===== config.mk =====
export PLATFORM = sky130hd
export DESIGN_NAME = reg_access_sequencer
export DESIGN_NICKNAME = d
export VERILOG_FILES = /design/src/rtl/reg_access_sequencer.sv
export SDC_FILE = /design/constraint.sdc
export NUM_CORES = 1
export LEC_CHECK = 0
export BUFFER_PORTS_ARGS = -buffer_cell sky130_fd_sc_hd__clkbuf_2
export CAP_MARGIN = 10
export CORE_ASPECT_RATIO = 1.5
export CORE_UTILIZATION = 51
export CTS_CLUSTER_SIZE = 14
export DETAILED_ROUTE_END_ITERATION = 7
export PLACE_DENSITY = 0.88
export SKIP_CTS_REPAIR_TIMING = 1
export SYNTH_ARGS = -nofsm -noshare
export SYNTH_HDL_FRONTEND = slang
export SYNTH_SLANG_ARGS = --single-unit

===== constraint.sdc =====
create_clock -name clk -period 4.3 [get_ports clk]
set_input_delay 0.43 -clock clk [delete_from_list [all_inputs] [get_ports clk]]
set_output_delay 0.43 -clock clk [all_outputs]
set_load 0.05 [all_outputs]

===== src/rtl/reg_access_sequencer.sv =====
// Register-file initiator: read two operands, run the ALU handshake, write back with setup/strobe/hold.
// Optional ALU watchdog enabled by defining ALU_WATCHDOG_EN.
module reg_access_sequencer #(
   parameter int DATA_W      = 16,
   parameter int ADDR_W      = 5,
   parameter int ALU_TIMEOUT = 255
) (
   input  logic              clk,
   input  logic              reset_n,
   input  logic              cmd_valid,
   output logic              cmd_ready,
   input  logic [ADDR_W-1:0] cmd_ra,
   input  logic [ADDR_W-1:0] cmd_rb,
   input  logic [ADDR_W-1:0] cmd_rd,
   input  logic              cmd_use_b,
   input  logic [DATA_W-1:0] cmd_imm,
   output logic [ADDR_W-1:0] regAddrA,
   output logic [ADDR_W-1:0] regAddrB,
   output logic [ADDR_W-1:0] regAddrD,
   output logic              regReA,
   output logic              regReB,
   output logic              regWeD,
   input  logic [DATA_W-1:0] busA,
   input  logic [DATA_W-1:0] busB,
   output logic [DATA_W-1:0] busD,
   output logic [DATA_W-1:0] alu_a,
   output logic [DATA_W-1:0] alu_b,
   output logic              alu_start,
   input  logic              alu_done,
   input  logic [DATA_W-1:0] alu_result,
   output logic              done,
   output logic              err
);

   typedef enum logic [2:0] {
      S_IDLE, S_READ, S_EXEC, S_WSETUP, S_WSTROBE, S_WHOLD
   } state_t;

   state_t              state_q, state_d;
   logic [ADDR_W-1:0]   ra_q, ra_d, rb_q, rb_d, rd_q, rd_d;
   logic                use_b_q, use_b_d;
   logic [DATA_W-1:0]   imm_q, imm_d;
   logic [DATA_W-1:0]   alu_a_q, alu_a_d, alu_b_q, alu_b_d;
   logic [DATA_W-1:0]   result_q, result_d;
   logic                first_q, first_d;
`ifdef ALU_WATCHDOG_EN
   logic [7:0]          wd_cnt_q, wd_cnt_d;
`endif

   // The EXEC cycle counter is 8 bits wide, so the timeout must fit it.
   if (ALU_TIMEOUT < 1 || ALU_TIMEOUT > 256) begin : g_bad_timeout
      $error("ALU_TIMEOUT must be in 1..256");
   end

   always_ff @(posedge clk) begin
      if (!reset_n) begin
         state_q  <= S_IDLE;
         ra_q     <= '0;
         rb_q     <= '0;
         rd_q     <= '0;
         use_b_q  <= 1'b0;
         imm_q    <= '0;
         alu_a_q  <= '0;
         alu_b_q  <= '0;
         result_q <= '0;
         first_q  <= 1'b0;
`ifdef ALU_WATCHDOG_EN
         wd_cnt_q <= '0;
`endif
      end else begin
         state_q  <= state_d;
         ra_q     <= ra_d;
         rb_q     <= rb_d;
         rd_q     <= rd_d;
         use_b_q  <= use_b_d;
         imm_q    <= imm_d;
         alu_a_q  <= alu_a_d;
         alu_b_q  <= alu_b_d;
         result_q <= result_d;
         first_q  <= first_d;
`ifdef ALU_WATCHDOG_EN
         wd_cnt_q <= wd_cnt_d;
`endif
      end
   end

   always_comb begin
      state_d   = state_q;
      ra_d      = ra_q;
      rb_d      = rb_q;
      rd_d      = rd_q;
      use_b_d   = use_b_q;
      imm_d     = imm_q;
      alu_a_d   = alu_a_q;
      alu_b_d   = alu_b_q;
      result_d  = result_q;
      first_d   = first_q;
`ifdef ALU_WATCHDOG_EN
      wd_cnt_d  = wd_cnt_q;
`endif
      cmd_ready = 1'b0;
      regReA    = 1'b0;
      regReB    = 1'b0;
      regWeD    = 1'b0;
      alu_start = 1'b0;
      done      = 1'b0;
      err       = 1'b0;
      case (state_q)
         S_IDLE: begin
            cmd_ready = 1'b1;
            if (cmd_valid) begin
               ra_d    = cmd_ra;
               rb_d    = cmd_rb;
               rd_d    = cmd_rd;
               use_b_d = cmd_use_b;
               imm_d   = cmd_imm;
               state_d = S_READ;
            end
         end
         S_READ: begin
            regReA  = 1'b1;
            regReB  = use_b_q;
            alu_a_d = busA;
            alu_b_d = use_b_q ? busB : imm_q;
            first_d = 1'b1;
`ifdef ALU_WATCHDOG_EN
            wd_cnt_d = '0;
`endif
            state_d = S_EXEC;
         end
         S_EXEC: begin
            alu_start = first_q;
            first_d   = 1'b0;
            if (alu_done) begin
               result_d = alu_result;
               // r0 is never written: finish straight from EXEC.
               if (rd_q != '0) begin
                  state_d = S_WSETUP;
               end else begin
                  done    = 1'b1;
                  state_d = S_IDLE;
               end
            end
`ifdef ALU_WATCHDOG_EN
            else if (wd_cnt_q == 8'(ALU_TIMEOUT - 1)) begin
               err     = 1'b1;
               state_d = S_IDLE;
            end else begin
               wd_cnt_d = wd_cnt_q + 8'd1;
            end
`endif
         end
         S_WSETUP:  state_d = S_WSTROBE;
         S_WSTROBE: begin
            regWeD  = 1'b1;
            state_d = S_WHOLD;
         end
         S_WHOLD: begin
            done    = 1'b1;
            state_d = S_IDLE;
         end
         default:   state_d = S_IDLE;
      endcase
   end

   assign regAddrA = ra_q;
   assign regAddrB = rb_q;
   assign regAddrD = rd_q;
   assign busD     = result_q;
   assign alu_a    = alu_a_q;
   assign alu_b    = alu_b_q;

endmodule

==> metrics.txt <==
number of global-route vias before repair=2904; leading cell type in the layout, fill and taps excluded=clkbuf_2; synthesized cell area=0.00349 mm^2; vias per cell=5.09; Inst Count DP=587; core area=0.00658 mm^2; Startpoint Class=flop; Setup TNS Final=0 ps; TritonCTS clock tree=done; Slew @ Worst Pin=1010 ps; non-filler cells, final=603; final setup fails=0; maximum VDD drop=0.000308 V; io pins=154; # diodes=0; Final Hold Fails=0; GRT Total Usage=23.1%; Pwr Density=457 mW/mm^2; clk sinks=84; Routed Antenna Nets=0; Hold Crit Class=in -> reg; pin count of the biggest net entering global routing=62; Yosys warnings=0; Filler cells=542; HPWL after DPL=5840 um; Critical Path Sink Type=output pin; final core utilization=67.5%; multi-input gate area in the final layout=0.00162 mm^2; skew final=6.88 ps; fin. max-slew vios=0; initial core utilization=53.1%; vias=3068; status=complete, no violations; CP arrival=2440 ps; final WL=8310 um; critical-path maximum fanout=19; Worst Path Required=3870 ps; CP Class=reg -> out; Mapped Cells=388; final worst-path cycle share=66.8%; row cnt=36; Layout area overhead=27.1%; clock tree root driver cell=clkbuf_8; Fmax achieved=0.348 GHz; total die area=0.00719 mm^2; syn_nets=472; Max-Cap Viols=0; Slew headroom=32.8%; Min Clock Period, post-route=2870 ps; layout cell share with drive strength beyond 1=37.2%; router iterations before antenna repair=4; DRT iter0 DRCs=88; number of remaining DRC errors=0; Synth Register Bits=84; die width=69.6 um; grt ovf=0; Avg Cell Area, Syn=9.00 um^2; Reg area=0.00168 mm^2; H-tree levels=3; Nets=606; Synth cell types=34; LEAKAGE=2.13 nW; RSZ-0062 raised after global routing=no; initial antenna violation count=0; first-pass GRT wire length=12900 um; register area share after synthesis=48.1%; Inserted Clock Buffers=9; Clock Path Buffers=2; IO buf count=152; height of the chip=103 um; Reg clk slew, reported paths=90 ps; Worst-Skew Late Latency=360 ps; commonest non-fill, non-tap cells in the layout=152 x clkbuf_2, 136 x nand2_1, 84 x dfxtp_1; WL/cell=13.8 um; placer's final routability congestion estimate=0.761
-- Yosys cell counts (all sizes together) --
cell / n / area [um^2]
nand2: 146 / 573
dfxtp: 84 / 1680
a21boi: 65 / 526
buf: 22 / 160
mux2i: 16 / 160
o211a: 16 / 160
clkbuf: 11 / 41.3
nor2: 3 / 11.3
o21ai: 3 / 15.0
and2: 2 / 12.5
inv: 2 / 7.50
nor2b: 2 / 12.5
nor3: 2 / 10.0
a21oi: 1 / 5.00
a22o: 1 / 8.76
conb: 1 / 3.75
nand3b: 1 / 7.51
nand4bb: 1 / 11.3
nor3b: 1 / 7.51
nor4b: 1 / 15.0
nor4bb: 1 / 10.0
o211ai: 1 / 7.51
o21a: 1 / 7.51
or3b: 1 / 8.76
or4: 1 / 7.51
or4b: 1 / 13.8
xor2: 1 / 8.76
-- stage by stage --
step	setup WS [ps]	total power, mW	hold slack, ps	cell area [um^2]
floorplan	2160	1.26	434	3490
global placement	1880	1.35	440	4190
detailed placement	1810	1.36	445	4190
CTS	1410	2.05	256	4440
global route	1280	2.12	263	4440
finish	1430	2.03	278	4440
-- logic make-up after synthesis --
group / synth area share, %
compound gates: 20.9
simple gates: 20.1
buf+inv: 5.98
flops: 48.1
xor+xnor: 0.251
other cells: 0.107
mux: 4.58
-- final cells by class --
cell class              instances  share of cell area, %
flip-flops and latches         84                   37.9
inverters                       2                  0.169
repair buffers                156                   17.8
clock buffers                   9                   2.79
clock inverters                 7                   2.79
well taps                      76                   2.14
multi-input cells             269                   36.4
-- path summary, 6_finish.rpt --
kind	startpoint	to	cells after the start	slack, ps
worst max register to register	state_q[0]$_SDFFE_PN0P_	alu_b[14]$_SDFFE_PN0P_	5	1950
worst max-delay path	state_q[0]$_SDFFE_PN0P_	regReB	4	1430
worst min register to register	imm_q[4]$_SDFFE_PN0P_	imm_q[4]$_SDFFE_PN0P_	2	460
worst min-delay path	busA[2]	alu_a[2]$_SDFFE_PN0P_	3	280
-- flip-flops by register name, indices dropped and copies added (netlist names) --
| name | flops |
|---|---|
| regAddrA | 5 |
| state_q | 3 |
| imm_q | 16 |
| busD | 16 |
| alu_b | 16 |
| alu_a | 16 |
| first_q | 1 |
| regAddrD | 5 |
| regAddrB | 5 |
| use_b_q | 1 |
-- critical path, cell delays in order (launching register included) --
cell and delay (ps):
dfxtp_1 600, or3b_1 680, inv_2 360, and2_1 170, clkbuf_2 270
-- power breakdown --
group	internal [mW]	leakage (nW)	switching (mW)
Clock	0.389	0.120	0.293
Sequential	0.840	0.686	0.0482
Combinational	0.139	1.33	0.319
-- per-layer routing --
metal | global-route usage [%] | wire (um) | vias up
met1 | 24.0 | 3220 | 1397
li1 | - | - | 1546
met3 | 5.43 | 454 | 17
met4 | 13.0 | 250 | 0
met5 | 0 | 0 | -
met2 | 42.9 | 4390 | 108
Power figures use the tool's default switching activity.
